[config.mk]
export PLATFORM = sky130hd
export DESIGN_NAME = frame_fifo_scanout
export DESIGN_NICKNAME = d
export VERILOG_FILES = /design/src/rtl/frame_fifo_scanout.sv
export SDC_FILE = /design/constraint.sdc
export NUM_CORES = 1
export LEC_CHECK = 0
export BUFFER_PORTS_ARGS = -buffer_cell sky130_fd_sc_hd__buf_4
export CORE_MARGIN = 1.5
export CORE_UTILIZATION = 40
export CTS_BUF_LIST = sky130_fd_sc_hd__clkbuf_16
export DETAILED_ROUTE_END_ITERATION = 8
export GPL_TIMING_DRIVEN = 1
export PLACE_DENSITY = 0.69
export SETUP_SLACK_MARGIN = 0.5
export SLEW_MARGIN = 20
export SYNTH_ARGS = -nofsm -noshare
export SYNTH_HDL_FRONTEND = slang
export SYNTH_SLANG_ARGS = --single-unit
[constraint.sdc]
create_clock -name rd_clk -period 4.4 [get_ports rd_clk]
set_input_delay 0.66 -clock rd_clk [delete_from_list [all_inputs] [get_ports rd_clk]]
set_output_delay 0.66 -clock rd_clk [all_outputs]
set_load 0.05 [all_outputs]
[src/rtl/frame_fifo_scanout.sv]
// Read-side scanout for the show-ahead frame FIFO: free-running raster timing,
// word-to-pixel serialisation, underflow blanking and frame-boundary resync.
//
// state | meaning
// IDLE  | scanout disabled, no pops, data blanked
// PRIME | enabled, waiting for a frame end with FIFO data ready
// RUN   | popping words and serialising pixels on active cycles
// BLANK | underflow or disable seen, blank until frame end, then resync
module frame_fifo_scanout #(
    parameter int PIX_WIDTH    = 16,
    parameter int PIX_PER_WORD = 2,
    parameter int H_ACTIVE     = 640,
    parameter int H_FP         = 16,
    parameter int H_SYNC       = 96,
    parameter int H_BP         = 48,
    parameter int V_ACTIVE     = 480,
    parameter int V_FP         = 10,
    parameter int V_SYNC       = 2,
    parameter int V_BP         = 33,
    parameter int SYNC_POL     = 0
) (
    input  logic                              rd_clk,
    input  logic                              rd_rst,
    input  logic                              en,
    input  logic [PIX_PER_WORD*PIX_WIDTH-1:0] fifo_rd_data,
    input  logic                              fifo_rd_vld,
    output logic                              fifo_rd_en,
    output logic                              vid_hs,
    output logic                              vid_vs,
    output logic                              vid_de,
    output logic [PIX_WIDTH-1:0]              vid_data,
    output logic                              frame_start,
    output logic                              resync_req,
    output logic                              underflow_sticky,
    input  logic                              underflow_clr
);
    localparam int H_TOTAL  = H_ACTIVE + H_FP + H_SYNC + H_BP;
    localparam int V_TOTAL  = V_ACTIVE + V_FP + V_SYNC + V_BP;
    localparam int HW       = $clog2(H_TOTAL);
    localparam int VW       = $clog2(V_TOTAL);
    localparam int PSW      = (PIX_PER_WORD > 1) ? $clog2(PIX_PER_WORD) : 1;
    localparam int HS_START = H_ACTIVE + H_FP;
    localparam int HS_END   = HS_START + H_SYNC;
    localparam int VS_START = V_ACTIVE + V_FP;
    localparam int VS_END   = VS_START + V_SYNC;
    localparam logic SYNC_INACT = (SYNC_POL == 0);

    typedef enum logic [1:0] {IDLE, PRIME, RUN, BLANK} state_t;

    state_t               state, state_nxt;
    logic [HW-1:0]        h_cnt;
    logic [VW-1:0]        v_cnt;
    logic [PSW-1:0]       pix_sel;
    logic                 active, hs_i, vs_i, line_end, frame_end, pix_last;
    logic                 underflow;
    logic [PIX_WIDTH-1:0] pix_word, pix_nxt;

    assign line_end  = (h_cnt == HW'(H_TOTAL - 1));
    assign frame_end = line_end && (v_cnt == VW'(V_TOTAL - 1));
    assign active    = ({1'b0, h_cnt} < (HW+1)'(H_ACTIVE)) && ({1'b0, v_cnt} < (VW+1)'(V_ACTIVE));
    assign hs_i      = ({1'b0, h_cnt} >= (HW+1)'(HS_START)) && ({1'b0, h_cnt} < (HW+1)'(HS_END));
    assign vs_i      = ({1'b0, v_cnt} >= (VW+1)'(VS_START)) && ({1'b0, v_cnt} < (VW+1)'(VS_END));
    assign pix_last  = (pix_sel == PSW'(PIX_PER_WORD - 1));

    always_ff @(posedge rd_clk or posedge rd_rst) begin
        if (rd_rst) begin
            h_cnt   <= '0;
            v_cnt   <= '0;
            pix_sel <= '0;
        end else begin
            if (line_end) begin
                h_cnt <= '0;
                v_cnt <= (v_cnt == VW'(V_TOTAL - 1)) ? '0 : v_cnt + VW'(1);
            end else begin
                h_cnt <= h_cnt + HW'(1);
            end
            if (line_end)
                pix_sel <= '0;
            else if (active)
                pix_sel <= pix_last ? '0 : pix_sel + PSW'(1);
        end
    end

    always_comb begin
        pix_word = '0;
        for (int i = 0; i < PIX_PER_WORD; i++)
            if (pix_sel == PSW'(i))
                pix_word = fifo_rd_data[i*PIX_WIDTH +: PIX_WIDTH];
    end

    always_comb begin
        state_nxt  = state;
        fifo_rd_en = 1'b0;
        underflow  = 1'b0;
        pix_nxt    = '0;
        case (state)
            IDLE: begin
                if (en)
                    state_nxt = PRIME;
            end
            PRIME: begin
                if (frame_end) begin
                    if (!en)
                        state_nxt = IDLE;
                    else if (fifo_rd_vld)
                        state_nxt = RUN;
                end
            end
            RUN: begin
                fifo_rd_en = active && pix_last;
                // an underflow outranks a simultaneous disable so the flag is kept
                if (active && !fifo_rd_vld) begin
                    underflow = 1'b1;
                    state_nxt = BLANK;
                end else begin
                    if (active)
                        pix_nxt = pix_word;
                    if (!en)
                        state_nxt = BLANK;
                end
            end
            BLANK: begin
                if (frame_end)
                    state_nxt = en ? PRIME : IDLE;
            end
            default: state_nxt = IDLE;
        endcase
    end

    always_ff @(posedge rd_clk or posedge rd_rst) begin
        if (rd_rst) begin
            state            <= IDLE;
            vid_hs           <= SYNC_INACT;
            vid_vs           <= SYNC_INACT;
            vid_de           <= 1'b0;
            vid_data         <= '0;
            frame_start      <= 1'b0;
            resync_req       <= 1'b0;
            underflow_sticky <= 1'b0;
        end else begin
            state       <= state_nxt;
            vid_hs      <= hs_i ^ SYNC_INACT;
            vid_vs      <= vs_i ^ SYNC_INACT;
            vid_de      <= active;
            vid_data    <= pix_nxt;
            frame_start <= (state == RUN) && (h_cnt == '0) && (v_cnt == '0) && fifo_rd_vld;
            resync_req  <= (state == BLANK) && frame_end;
            if (underflow)
                underflow_sticky <= 1'b1;
            else if (underflow_clr)
                underflow_sticky <= 1'b0;
        end
    end

endmodule

==> summary.json, run 1 <==
{
  "leading_cell_types_by_total_area_after_synthesis": {"value": "sky130_fd_sc_hd__dfrtp_1, sky130_fd_sc_hd__mux2i_1, sky130_fd_sc_hd__nor2_1"},
  "cell_total_after_placement": {"value": 314},
  "synth_seq_cells": {"value": 45},
  "post-route-period-util": {"value": 53.4, "unit": "%"},
  "critPathArrivalTime": {"value": 1690, "unit": "ps"},
  "final.setup.tns": {"value": 0, "unit": "ps"},
  "maximum_clock_path_buffer_count": {"value": 2},
  "skew": {"value": 7.60, "unit": "ps"},
  "post-synth-top-area-cell": {"value": "sky130_fd_sc_hd__dfrtp_1"},
  "power.leakage": {"value": 1.46, "unit": "nW"},
  "portBuffers": {"value": 59},
  "postLayoutCellArea": {"value": 2760, "unit": "um2"},
  "clock_sinks": {"value": 45},
  "setup_viol_count_final": {"value": 0},
  "design.die.area": {"value": 5660, "unit": "um2"},
  "floorplan.initialDensity": {"value": 41.1, "unit": "%"},
  "critPathLaunchType": {"value": "flop"},
  "p_clk_share": {"value": 47.4, "unit": "%"},
  "hold_viol_final": {"value": 0},
  "drt_drc_violations_left": {"value": 0},
  "max_slew.worst_pin.slew": {"value": 901, "unit": "ps"},
  "min-delay-path-class": {"value": "flop to flop"},
  "synth.top_cell.area_share": {"value": 51.6, "unit": "%"},
  "pwr-share-comb": {"value": 4.6, "unit": "%"},
  "postRouteWirelength": {"value": 4.10, "unit": "mm"},
  "synthToLayoutAreaGrowth": {"value": 32.1, "unit": "%"},
  "vias": {"value": 1601},
  "vias_in_the_first_global_route": {"value": 1566},
  "worstSkewPairLatency": {"value": 280, "unit": "ps"},
  "final_common_cell": {"value": "sky130_fd_sc_hd__buf_4"},
  "fmax": {"value": 0.425, "unit": "GHz"},
  "status": {"value": "complete, no violations"},
  "worstSetupPathType": {"value": "flop to output port"},
  "mappedNetlistArea": {"value": 2090, "unit": "um2"},
  "placementRows": {"value": 26},
  "placed_cell_area": {"value": 2590, "unit": "um2"},
  "cts_resized": {"value": 0},
  "leading_cell_types_in_the_layout_fill_and_taps_excluded": {"value": "sky130_fd_sc_hd__buf_4, sky130_fd_sc_hd__dfrtp_1, sky130_fd_sc_hd__nor2_1"},
  "detailedRoute.firstPassIterationCount": {"value": 4},
  "synthCells": {"value": 189},
  "die_w": {"value": 75.2, "unit": "um"},
  "irDropWorstVdd": {"value": 189, "unit": "uV"},
  "unique_cell_type_count_in_the_yosys_netlist": {"value": 36},
  "timing.slew.headroom": {"value": 39.5, "unit": "%"},
  "clock_tree_from_tritoncts": {"value": "built"},
  "internal_power": {"value": 0.702, "unit": "mW"},
  "critPathRequiredTime": {"value": 3740, "unit": "ps"},
  "power_switching_share": {"value": 18.7, "unit": "%"},
  "instances_no_fill": {"value": 322},
  "detailedPlace.worstSlack": {"value": 2360, "unit": "ps"},
  "gp_routability_congestion": {"value": 0.839},
  "synth_seq_area_share": {"value": 54.1, "unit": "%"},
  "setup.worst_path.end_class": {"value": "output port"},
  "share_of_post_route_cells_with_drive_strength_above_1": {"value": 29.8, "unit": "%"},
  "nets": {"value": 292},
  "crit_fanout": {"value": 6},
  "grt_start_max_net_pins": {"value": 46},
  "drtIter0Drc": {"value": 59},
  "antenna_left": {"value": 0},
  "power.share.sequential": {"value": 48.0, "unit": "%"},
  "post-cts-setup-buffer-count": {"value": 0},
  "ys_warn_count": {"value": 0},
  "antenna_violations_before_repair": {"value": 0},
  "vias_per_cell": {"value": 4.97},
  "grt_setup_unrepaired": {"value": "no"},
  "worst_hold_slack": {"value": 495, "unit": "ps"},
  "path_clk_slew": {"value": 60, "unit": "ps"},
  "period_minus_slack": {"value": 2350, "unit": "ps"},
  "p_sw": {"value": 0.161, "unit": "mW"},
  "detail_route.wl_per_cell": {"value": 12.7, "unit": "um"},
  "mappedNetlistNets": {"value": 230},
  "clk_root_buffer_cell": {"value": "sky130_fd_sc_hd__clkbuf_16"},
  "groute.usage.overall": {"value": 16.3, "unit": "%"},
  "count_of_final_max_slew_check_failures": {"value": 0},
  "die_height": {"value": 75.2, "unit": "um"},
  "setup_ws": {"value": 2050, "unit": "ps"},
  "antenna-diode-count": {"value": 0},
  "clock_tree.htree_level_count": {"value": 2},
  "grt_overflow_total": {"value": 0},
  "cts_inserted_buffers": {"value": 5},
  "areal_power_density_over_the_cells": {"value": 313, "unit": "nW/um2"},
  "floorplan.core_area": {"value": 5070, "unit": "um2"},
  "synth_area_per_cell": {"value": 11.0, "unit": "um2"},
  "pin_count": {"value": 60},
  "postCtsHoldBufs": {"value": 0},
  "max-cap-violations": {"value": 0},
  "post-dp-hpwl": {"value": 3.10, "unit": "mm"},
  "grt_pass1_wl": {"value": 6.95, "unit": "mm"}
}
layout make-up:
type / count / area, um2
fillers: 484 / 2320
flip-flops and latches: 45 / 1130
multi-input cells: 130 / 895
repair buffers: 60 / 450
clock buffers: 5 / 125
well taps: 70 / 87.6
clock inverters: 3 / 37.5
inverters: 9 / 33.8
kinds of logic after synthesis:
group,share of synthesized area (%)
flops,54.1
buf+inv,3.06
xor+xnor,6.29
simple gates,22.7
mux,8.21
fa+ha+maj,2.40
compound gates,3.24
per-layer routing:
| layer | vias to the layer above | track usage [%] | part of all wire (%) |
|---|---|---|---|
| met5 | - | 0 | 0 |
| met1 | 758 | 20.7 | 42 |
| li1 | 784 | - | - |
| met2 | 53 | 26.3 | 49 |
| met4 | 0 | 3.57 | 0.93 |
| met3 | 6 | 6.96 | 7.9 |
worst max-delay path, stage by stage (launching register included):
cell and delay [ps]:
sky130_fd_sc_hd__dfrtp_1 440, sky130_fd_sc_hd__and4_1 280, sky130_fd_sc_hd__nor3_4 280, sky130_fd_sc_hd__and3_1 200, sky130_fd_sc_hd__buf_4 200
Yosys cell counts:
cell type	number
sky130_fd_sc_hd__buf_1	1
sky130_fd_sc_hd__ha_1	4
sky130_fd_sc_hd__or4_1	1
sky130_fd_sc_hd__and3_1	6
sky130_fd_sc_hd__nand3b_1	2
sky130_fd_sc_hd__nor4_2	2
sky130_fd_sc_hd__dfrtp_1	43
sky130_fd_sc_hd__inv_1	9
sky130_fd_sc_hd__and2_1	2
sky130_fd_sc_hd__a311oi_1	1
sky130_fd_sc_hd__a32o_1	1
sky130_fd_sc_hd__dfstp_2	2
sky130_fd_sc_hd__buf_6	1
sky130_fd_sc_hd__o21a_1	1
sky130_fd_sc_hd__xnor2_1	10
sky130_fd_sc_hd__xor2_1	5
sky130_fd_sc_hd__nor3_1	5
sky130_fd_sc_hd__a21bo_2	1
sky130_fd_sc_hd__nand2_1	5
sky130_fd_sc_hd__nor2b_1	1
sky130_fd_sc_hd__and4_1	3
sky130_fd_sc_hd__nor2_1	28
sky130_fd_sc_hd__buf_2	3
sky130_fd_sc_hd__o21ai_0	5
sky130_fd_sc_hd__or2_1	1
sky130_fd_sc_hd__or3_4	1
sky130_fd_sc_hd__a31oi_1	1
sky130_fd_sc_hd__mux2i_1	16
sky130_fd_sc_hd__nor3_4	1
sky130_fd_sc_hd__mux2_1	1
sky130_fd_sc_hd__nand3_1	14
sky130_fd_sc_hd__nor3_2	1
sky130_fd_sc_hd__nand4_1	4
sky130_fd_sc_hd__and4b_1	1
sky130_fd_sc_hd__nand4b_2	1
sky130_fd_sc_hd__nor4_1	5
sequential cells by signal, indices dropped and copies added, names as in the netlist, named ones only:
name	cells
h_cnt	10
v_cnt	10
vid_data	16
state	1
vid_vs	1
pix_last	1
underflow_sticky	1
resync_req	1
vid_hs	1
frame_start	1
vid_de	1
per-stage QoR:
stage | power [mW] | utilization, %
after floorplan | 0.434 | -
after global placement | 0.462 | 51.1
after detailed placement | 0.462 | 51.1
after CTS | 0.872 | 54.3
after global routing | 0.897 | 54.3
final | 0.863 | 54.3
power groups by stage:
stage          Clock, mW  Sequential, mW  Combinational [mW]
6_report           0.409           0.414              0.0399
5_1_grt            0.438           0.414              0.0453
4_1_cts            0.417           0.414              0.0411
3_5_place_dp           0           0.421              0.0410
3_3_place_gp           0           0.421              0.0403
2_1_floorplan          0           0.421              0.0121
final timing paths:
| check | cells after the start | startpoint | slack, ps | to |
|---|---|---|---|---|
| worst min-delay path | 1 | underflow_sticky$_DFFE_PP0P_ | 490 | underflow_sticky$_DFFE_PP0P_ |
| worst min register to register | 1 | underflow_sticky$_DFFE_PP0P_ | 490 | underflow_sticky$_DFFE_PP0P_ |
| worst max register to register | 5 | h_cnt[0]$_DFF_PP0_ | 2420 | flop |
| max in group asynchronous | 3 | rd_rst | 3500 | h_cnt[3]$_DFF_PP0_ |
| min in group asynchronous | 3 | rd_rst | 510 | vid_data[5]$_DFF_PP0_ |
| worst max-delay path | 4 | v_cnt[5]$_DFFE_PP0N_ | 2050 | fifo_rd_en |
Note: power is estimated with default switching activity, not from simulation.
==> run 2, diff against run 1 <==
Settings changed: PLACE_DENSITY 0.69 to 0.72.
Clock period 4.4 ns to 1.9 ns, I/O delays scaled along.
==> run 2 against run 1 <==
Final area is 20% higher. Largest power group unchanged. Total power is 120% higher. Worst hold slack worse by 470 ps. Routed wire length rose by 30%. Combinational power rose by 150%. Clock-buffer cell count unchanged. Sequential power increased by 130%.
==> summary.json, run 2 (same netlist as run 1, synthesis figures left out) <==
{
  "status": {"value": "complete, no violations"},
  "max_slew.worst_pin.slew": {"value": 429, "unit": "ps", "change": "-472 ps"},
  "floorplan.core_area": {"value": 5070, "unit": "um2", "change": "unchanged"},
  "path_clk_slew": {"value": 60, "unit": "ps", "change": "about the same"},
  "dr_wl_met3": {"value": 485, "unit": "um", "change": "+50%"},
  "clock_tree_from_tritoncts": {"value": "built"},
  "grt_pass1_wl": {"value": 8.05, "unit": "mm", "change": "+16%"},
  "pin_count": {"value": 60, "change": "unchanged"},
  "setup.worst_path.end_class": {"value": "output port"},
  "worst_hold_slack": {"value": 29.2, "unit": "ps", "change": "-466 ps"},
  "drt_drc_violations_left": {"value": 0, "change": "unchanged"},
  "vias_per_cell": {"value": 5.19, "change": "+4.4%"},
  "antenna-diode-count": {"value": 0, "change": "unchanged"},
  "clock_sinks": {"value": 45, "change": "unchanged"},
  "antenna_left": {"value": 0, "change": "unchanged"},
  "instances_no_fill": {"value": 354, "change": "+9.9%"},
  "die_height": {"value": 75.2, "unit": "um", "change": "unchanged"},
  "gp_routability_congestion": {"value": 0.843, "change": "+0.56%"},
  "leading_cell_types_in_the_layout_fill_and_taps_excluded": {"value": "sky130_fd_sc_hd__buf_4, sky130_fd_sc_hd__dfrtp_1, sky130_fd_sc_hd__mux2i_1"},
  "design_power_total": {"value": 1.90, "unit": "mW", "change": "+120%"},
  "max_flop_register": {"value": "vid_data"},
  "detailroute.wirelength.met2": {"value": 2.72, "unit": "mm", "change": "+36%"},
  "hold_viol_final": {"value": 0, "change": "unchanged"},
  "antenna_violations_before_repair": {"value": 0, "change": "unchanged"},
  "nets": {"value": 324, "change": "+11%"},
  "final_util": {"value": 65.2, "unit": "%", "change": "+11 points"},
  "post-route-period-util": {"value": 94.8, "unit": "%"},
  "post-dp-hpwl": {"value": 3.16, "unit": "mm", "change": "+1.9%"},
  "grt_start_max_net_pins": {"value": 46, "change": "unchanged"},
  "worstSetupPathType": {"value": "flop to output port"},
  "design.die.area": {"value": 5660, "unit": "um2", "change": "unchanged"},
  "placementRows": {"value": 26, "change": "unchanged"},
  "timing.slew.headroom": {"value": 71.4, "unit": "%", "change": "+32 points"},
  "max-cap-violations": {"value": 0, "change": "unchanged"},
  "count_of_final_max_slew_check_failures": {"value": 0, "change": "unchanged"},
  "min-delay-path-class": {"value": "input pin to asynchronous set/reset pin"},
  "maximum_clock_path_buffer_count": {"value": 2, "change": "unchanged"},
  "detail_route.wirelength.met1": {"value": 1.98, "unit": "mm", "change": "+14%"},
  "fill_cells": {"value": 409, "change": "-15%"},
  "final_common_cell": {"value": "sky130_fd_sc_hd__buf_4"},
  "largest_reg_flops": {"value": 16, "change": "unchanged"},
  "irDropWorstVdd": {"value": 441, "unit": "uV", "change": "+130%"},
  "grt_setup_unrepaired": {"value": "yes"},
  "floorplan.initialDensity": {"value": 41.1, "unit": "%", "change": "unchanged"},
  "worstSkewPairLatency": {"value": 290, "unit": "ps", "change": "about the same"},
  "registers_with_the_most_flip_flops": {"value": "vid_data (16), h_cnt (10), v_cnt (10)"},
  "die_w": {"value": 75.2, "unit": "um", "change": "unchanged"},
  "synthToLayoutAreaGrowth": {"value": 58.6, "unit": "%"},
  "vias_in_the_first_global_route": {"value": 1756, "change": "+12%"},
  "postRouteWirelength": {"value": 5.32, "unit": "mm", "change": "+30%"},
  "critPathArrivalTime": {"value": 1520, "unit": "ps", "change": "-170 ps"},
  "share_of_post_route_cells_with_drive_strength_above_1": {"value": 50.7, "unit": "%", "change": "+21 points"},
  "cell_total_after_placement": {"value": 323, "change": "+2.9%"},
  "areal_power_density_over_the_cells": {"value": 573, "unit": "nW/um2", "change": "+83%"},
  "period_minus_slack": {"value": 1800, "unit": "ps"},
  "portBuffers": {"value": 59, "change": "unchanged"},
  "clk_root_buffer_cell": {"value": "sky130_fd_sc_hd__clkbuf_16"},
  "skew": {"value": 5.31, "unit": "ps", "change": "-2.29 ps"},
  "multiInputGateArea": {"value": 1160, "unit": "um2", "change": "+29%"},
  "vias": {"value": 1838, "change": "+15%"},
  "detailedRoute.firstPassIterationCount": {"value": 5, "change": "+1"},
  "setup_viol_count_final": {"value": 0, "change": "unchanged"},
  "critPathLaunchType": {"value": "flop"},
  "groute.usage.overall": {"value": 19.5, "unit": "%", "change": "+3.2 points"},
  "grt_overflow_total": {"value": 0, "change": "unchanged"},
  "postCtsHoldBufs": {"value": 0, "change": "unchanged"},
  "final-seq-area": {"value": 1130, "unit": "um2", "change": "+0.33%"},
  "fmax": {"value": 0.555, "unit": "GHz"},
  "crit_fanout": {"value": 3, "change": "-3"},
  "critPathRequiredTime": {"value": 1620, "unit": "ps", "change": "-2120 ps"},
  "final.setup.tns": {"value": 0, "unit": "ps", "change": "unchanged"},
  "cts_inserted_buffers": {"value": 5, "change": "unchanged"},
  "top_layer": {"value": "met4"},
  "detail_route.wl_per_cell": {"value": 15.0, "unit": "um", "change": "+18%"},
  "clock_tree.htree_level_count": {"value": 2, "change": "unchanged"},
  "power.leakage": {"value": 1.76, "unit": "nW", "change": "+21%"},
  "drtIter0Drc": {"value": 178, "change": "+200%"}
}
==> run 2: report_power, final <==
part,internal (mW),total [mW],switching [mW]
clock network,0.482,0.840,0.358
registers,0.958,0.958,0.0000000000000000545
logic,0.0590,0.0979,0.0390
total,1.50,1.90,0.397
==> run 2: stage by stage <==
stage	area (um2)	worst slack [ps]
floorplan	2130	147
global placement	2720	156
detailed placement	2720	72.6
CTS	3120	113
global route	3310	40.6
finish	3310	98.6
==> run 2: worst paths after layout <==
check	from	endpoint	slack, ps	cells past startpoint
max in group asynchronous	rd_rst	vid_hs$_DFF_PP1_	1590	3
min in group rd_clk	fifo_rd_data[1]	vid_data[1]$_DFF_PP0_	260	3
hold / removal	rd_rst	vid_data[15]$_DFF_PP0_	30	3
setup / recovery	h_cnt[8]$_DFF_PP0_	fifo_rd_en	100	4
hold reg to reg	underflow_sticky$_DFFE_PP0P_	underflow_sticky$_DFFE_PP0P_	510	1
setup reg to reg	h_cnt[7]$_DFF_PP0_	flop	140	5
==> run 2: critical path, stage by stage, from the launching register on <==
cell and delay [ps]:
sky130_fd_sc_hd__dfrtp_2 410, sky130_fd_sc_hd__o21a_1 230, sky130_fd_sc_hd__nor3_4 230, sky130_fd_sc_hd__and3_4 220, sky130_fd_sc_hd__buf_8 140
==> run 2: area by class of cell <==
type	instances	area share, %
flip-flops and latches	45	34.2
multi-input cells	131	35.0
clock inverters	3	0.529
repair buffers	91	22.9
well taps	70	2.65
clock buffers	5	3.78
inverters	9	1.02
==> run 2: metal layers <==
| metal | GRT usage [%] | vias to the layer above |
|---|---|---|
| met5 | 0 | - |
| li1 | - | 850 |
| met4 | 10.1 | 0 |
| met3 | 8.43 | 14 |
| met2 | 32.5 | 93 |
| met1 | 21.0 | 881 |
==> run 2: repair_timing <==
item | CTS | global route
setup buffers | 15 | 7
endpoints found under the setup margin | 35 | 39
gates resized for setup | 29 | 38
gates cloned | 1 | 0
pin swaps | 15 | 40
endpoints found under the hold margin | 0 | 0
==> run 3, diff against run 2 <==
Settings changed: PLACE_DENSITY 0.72 to 0.69.
Clock period 1.9 ns to 2 ns, I/O delays scaled along.
==> run 3 against run 2 <==
First-iteration DRC count fell by 48%. Clock power rose by 26%. Setup slack improved by 55 ps. Final area rose by 2.0%. Routed wire length fell by 0.49%. Largest cell class unchanged.
==> summary.json, run 3 (same netlist as run 1, synthesis figures left out) <==
{
  "status": {"value": "complete, no violations"},
  "cell_total_after_placement": {"value": 320, "change": "-0.93%"},
  "pwr-share-comb": {"value": 4.6, "unit": "%", "change": "-0.6 points"},
  "placementRows": {"value": 26, "change": "unchanged"},
  "critical-path-slowest-cell": {"value": "sky130_fd_sc_hd__dfrtp_1"},
  "path_depth": {"value": 5, "change": "+1"},
  "nets": {"value": 327, "change": "+0.93%"},
  "vias_per_cell": {"value": 4.98, "change": "-4.1%"},
  "grt_setup_unrepaired": {"value": "yes"},
  "path_clk_slew": {"value": 60, "unit": "ps", "change": "about the same"},
  "setup_viol_count_final": {"value": 0, "change": "unchanged"},
  "worst_path_dominant_cell_family": {"value": "flip-flops"},
  "power.share.sequential": {"value": 44.0, "unit": "%", "change": "-6.5 points"},
  "groute.usage.overall": {"value": 19.1, "unit": "%", "change": "-0.43 points"},
  "critPathRequiredTime": {"value": 1700, "unit": "ps", "change": "+80 ps"},
  "final.setup.tns": {"value": 0, "unit": "ps", "change": "unchanged"},
  "floorplan.initialDensity": {"value": 41.1, "unit": "%", "change": "unchanged"},
  "areal_power_density_over_the_cells": {"value": 613, "unit": "nW/um2", "change": "+7.0%"},
  "final_common_cell": {"value": "sky130_fd_sc_hd__buf_4"},
  "gp_routability_congestion": {"value": 0.859, "change": "+1.9%"},
  "fmax": {"value": 0.542, "unit": "GHz"},
  "worstSetupPathType": {"value": "flop to output port"},
  "instances_no_fill": {"value": 357, "change": "+0.85%"},
  "setup.worst_path.end_class": {"value": "output port"},
  "drt_drc_violations_left": {"value": 0, "change": "unchanged"},
  "detailedRoute.firstPassIterationCount": {"value": 4, "change": "-1"},
  "postCtsHoldBufs": {"value": 0, "change": "unchanged"},
  "postRouteWirelength": {"value": 5.29, "unit": "mm", "change": "-0.49%"},
  "clock_tree.htree_level_count": {"value": 2, "change": "unchanged"},
  "clock_tree_from_tritoncts": {"value": "built"},
  "vias_in_the_first_global_route": {"value": 1661, "change": "-5.4%"},
  "crit_path_max_incr_delay": {"value": 390, "unit": "ps", "change": "-20 ps"},
  "min-delay-path-class": {"value": "input pin to asynchronous set/reset pin"},
  "pin_count": {"value": 60, "change": "unchanged"},
  "cp_num_buf_inv": {"value": 2, "change": "+1"},
  "timing.slew.headroom": {"value": 62.6, "unit": "%", "change": "-8.8 points"},
  "irDropWorstVdd": {"value": 377, "unit": "uV", "change": "-15%"},
  "critPathLaunchType": {"value": "flop"},
  "postLayoutCellArea": {"value": 3380, "unit": "um2", "change": "+2.0%"},
  "max-cap-violations": {"value": 0, "change": "unchanged"},
  "internal_power": {"value": 1.68, "unit": "mW", "change": "+12%"},
  "post-dp-hpwl": {"value": 3.15, "unit": "mm", "change": "-0.24%"},
  "antenna-diode-count": {"value": 0, "change": "unchanged"},
  "period_minus_slack": {"value": 1850, "unit": "ps"},
  "detail_route.wl_per_cell": {"value": 14.8, "unit": "um", "change": "-1.3%"},
  "skew": {"value": 3.07, "unit": "ps", "change": "-2.24 ps"},
  "worstSkewPairLatency": {"value": 290, "unit": "ps", "change": "about the same"},
  "share_of_post_route_cells_with_drive_strength_above_1": {"value": 53.3, "unit": "%", "change": "+2.6 points"},
  "die_w": {"value": 75.2, "unit": "um", "change": "unchanged"},
  "power_switching_share": {"value": 18.9, "unit": "%", "change": "-2.0 points"},
  "design.die.area": {"value": 5660, "unit": "um2", "change": "unchanged"},
  "hold_viol_final": {"value": 0, "change": "unchanged"},
  "p_clk_share": {"value": 51.4, "unit": "%", "change": "+7.1 points"},
  "power.leakage": {"value": 1.75, "unit": "nW", "change": "-0.38%"},
  "fill_cells": {"value": 407, "change": "-0.49%"},
  "clock_sinks": {"value": 45, "change": "unchanged"},
  "post-route-period-util": {"value": 92.3, "unit": "%"},
  "crit_fanout": {"value": 4, "change": "+1"},
  "grt_overflow_total": {"value": 0, "change": "unchanged"},
  "die_height": {"value": 75.2, "unit": "um", "change": "unchanged"},
  "largest_reg_flops": {"value": 16, "change": "unchanged"},
  "leading_cell_types_in_the_layout_fill_and_taps_excluded": {"value": "sky130_fd_sc_hd__buf_4, sky130_fd_sc_hd__dfrtp_1, sky130_fd_sc_hd__mux2i_1"},
  "max_flop_register": {"value": "vid_data"},
  "grt_pass1_wl": {"value": 7.88, "unit": "mm", "change": "-2.1%"},
  "antenna_left": {"value": 0, "change": "unchanged"},
  "drtIter0Drc": {"value": 92, "change": "-48%"},
  "count_of_final_max_slew_check_failures": {"value": 0, "change": "unchanged"},
  "rr_worst_depth": {"value": 5, "change": "unchanged"},
  "antenna_violations_before_repair": {"value": 0, "change": "unchanged"},
  "floorplan.core_area": {"value": 5070, "unit": "um2", "change": "unchanged"},
  "clk_root_buffer_cell": {"value": "sky130_fd_sc_hd__clkbuf_16"},
  "grt_start_max_net_pins": {"value": 46, "change": "unchanged"},
  "synthToLayoutAreaGrowth": {"value": 61.8, "unit": "%"},
  "cts_inserted_buffers": {"value": 5, "change": "unchanged"},
  "maximum_clock_path_buffer_count": {"value": 2, "change": "unchanged"},
  "portBuffers": {"value": 59, "change": "unchanged"},
  "critPathArrivalTime": {"value": 1550, "unit": "ps", "change": "+30 ps"},
  "p_sw": {"value": 0.391, "unit": "mW", "change": "-1.5%"},
  "max_slew.worst_pin.slew": {"value": 561, "unit": "ps", "change": "+132 ps"},
  "vias": {"value": 1777, "change": "-3.3%"},
  "crit_chain": {"value": "buf_6 -> o21a_4 -> nor3_4 -> and3_4 -> buf_8"},
  "placed_cell_area": {"value": 2680, "unit": "um2", "change": "-1.5%"},
  "registers_with_the_most_flip_flops": {"value": "vid_data (16), h_cnt (10), v_cnt (10)"}
}
-- run 3: cell types whose count changed in the layout (fill, tap and decap cells not counted), sizes merged --
cell	change
buf	+4
bufinv	+2
clkinv	-3
inv	+1
nand3	-1
-- run 3: layout make-up --
type	instances	area, um2	share of cell area (%)
inverters	9	33.8	1.00
well taps	70	87.6	2.59
clock buffers	5	125	3.71
repair buffers	95	779	23.1
clock inverters	3	65.1	1.93
multi-input cells	130	1150	34.0
flip-flops and latches	45	1140	33.7
-- run 3: final timing paths --
kind | startpoint | end | slack (ps)
max | h_cnt[7]$_DFF_PP0_ | fifo_rd_en | 150
min | rd_rst | vid_data[10]$_DFF_PP0_ | 150
max reg2reg | h_cnt[7]$_DFF_PP0_ | flop | 260
min reg2reg | underflow_sticky$_DFFE_PP0P_ | underflow_sticky$_DFFE_PP0P_ | 520
max in group asynchronous | rd_rst | v_cnt[5]$_DFFE_PP0N_ | 1430
min in group rd_clk | fifo_rd_data[1] | vid_data[1]$_DFF_PP0_ | 270
-- run 3: routing by layer --
layer  track usage [%]  wire length (um)  up-vias
met5                 0                 0        -
li1                  -                 -      858
met3              7.36               394       10
met4              6.55                97        0
met1              23.2              2140      840
met2              31.2              2660       69
-- run 3: power by group through the flow --
| stage | sequential, mW | combinational [mW] | clock (mW) |
|---|---|---|---|
| floorplan | 0.927 | 0.0266 | 0 |
| global placement | 0.927 | 0.0882 | 0 |
| detailed placement | 0.927 | 0.0895 | 0 |
| CTS | 0.910 | 0.0912 | 1.08 |
| global route | 0.909 | 0.107 | 1.12 |
| finish | 0.910 | 0.0959 | 1.06 |
-- run 3: stage by stage --
stage	setup slack [ps]	util, %	power, mW	hold WS, ps
2_1_floorplan	247	-	0.954	432
3_3_place_gp	200	52.7	1.02	477
3_5_place_dp	138	52.7	1.02	487
4_1_cts	176	60.9	2.08	175
5_1_grt	124	66.5	2.14	201
6_report	153	66.5	2.07	147
-- run 3: what timing repair did --
| item | CTS | global route |
|---|---|---|
| setup endpoints to repair | 28 | 33 |
| pin swaps | 16 | 24 |
| buffers inserted | 13 | 15 |
| hold endpoints to repair | 0 | 0 |
| resized for setup | 35 | 43 |
| cloned | 1 | 0 |
-- run 3: tightest hold or removal path, delay by kind of cell --
kind     cells  cell delay, ps
buf+inv      3             590
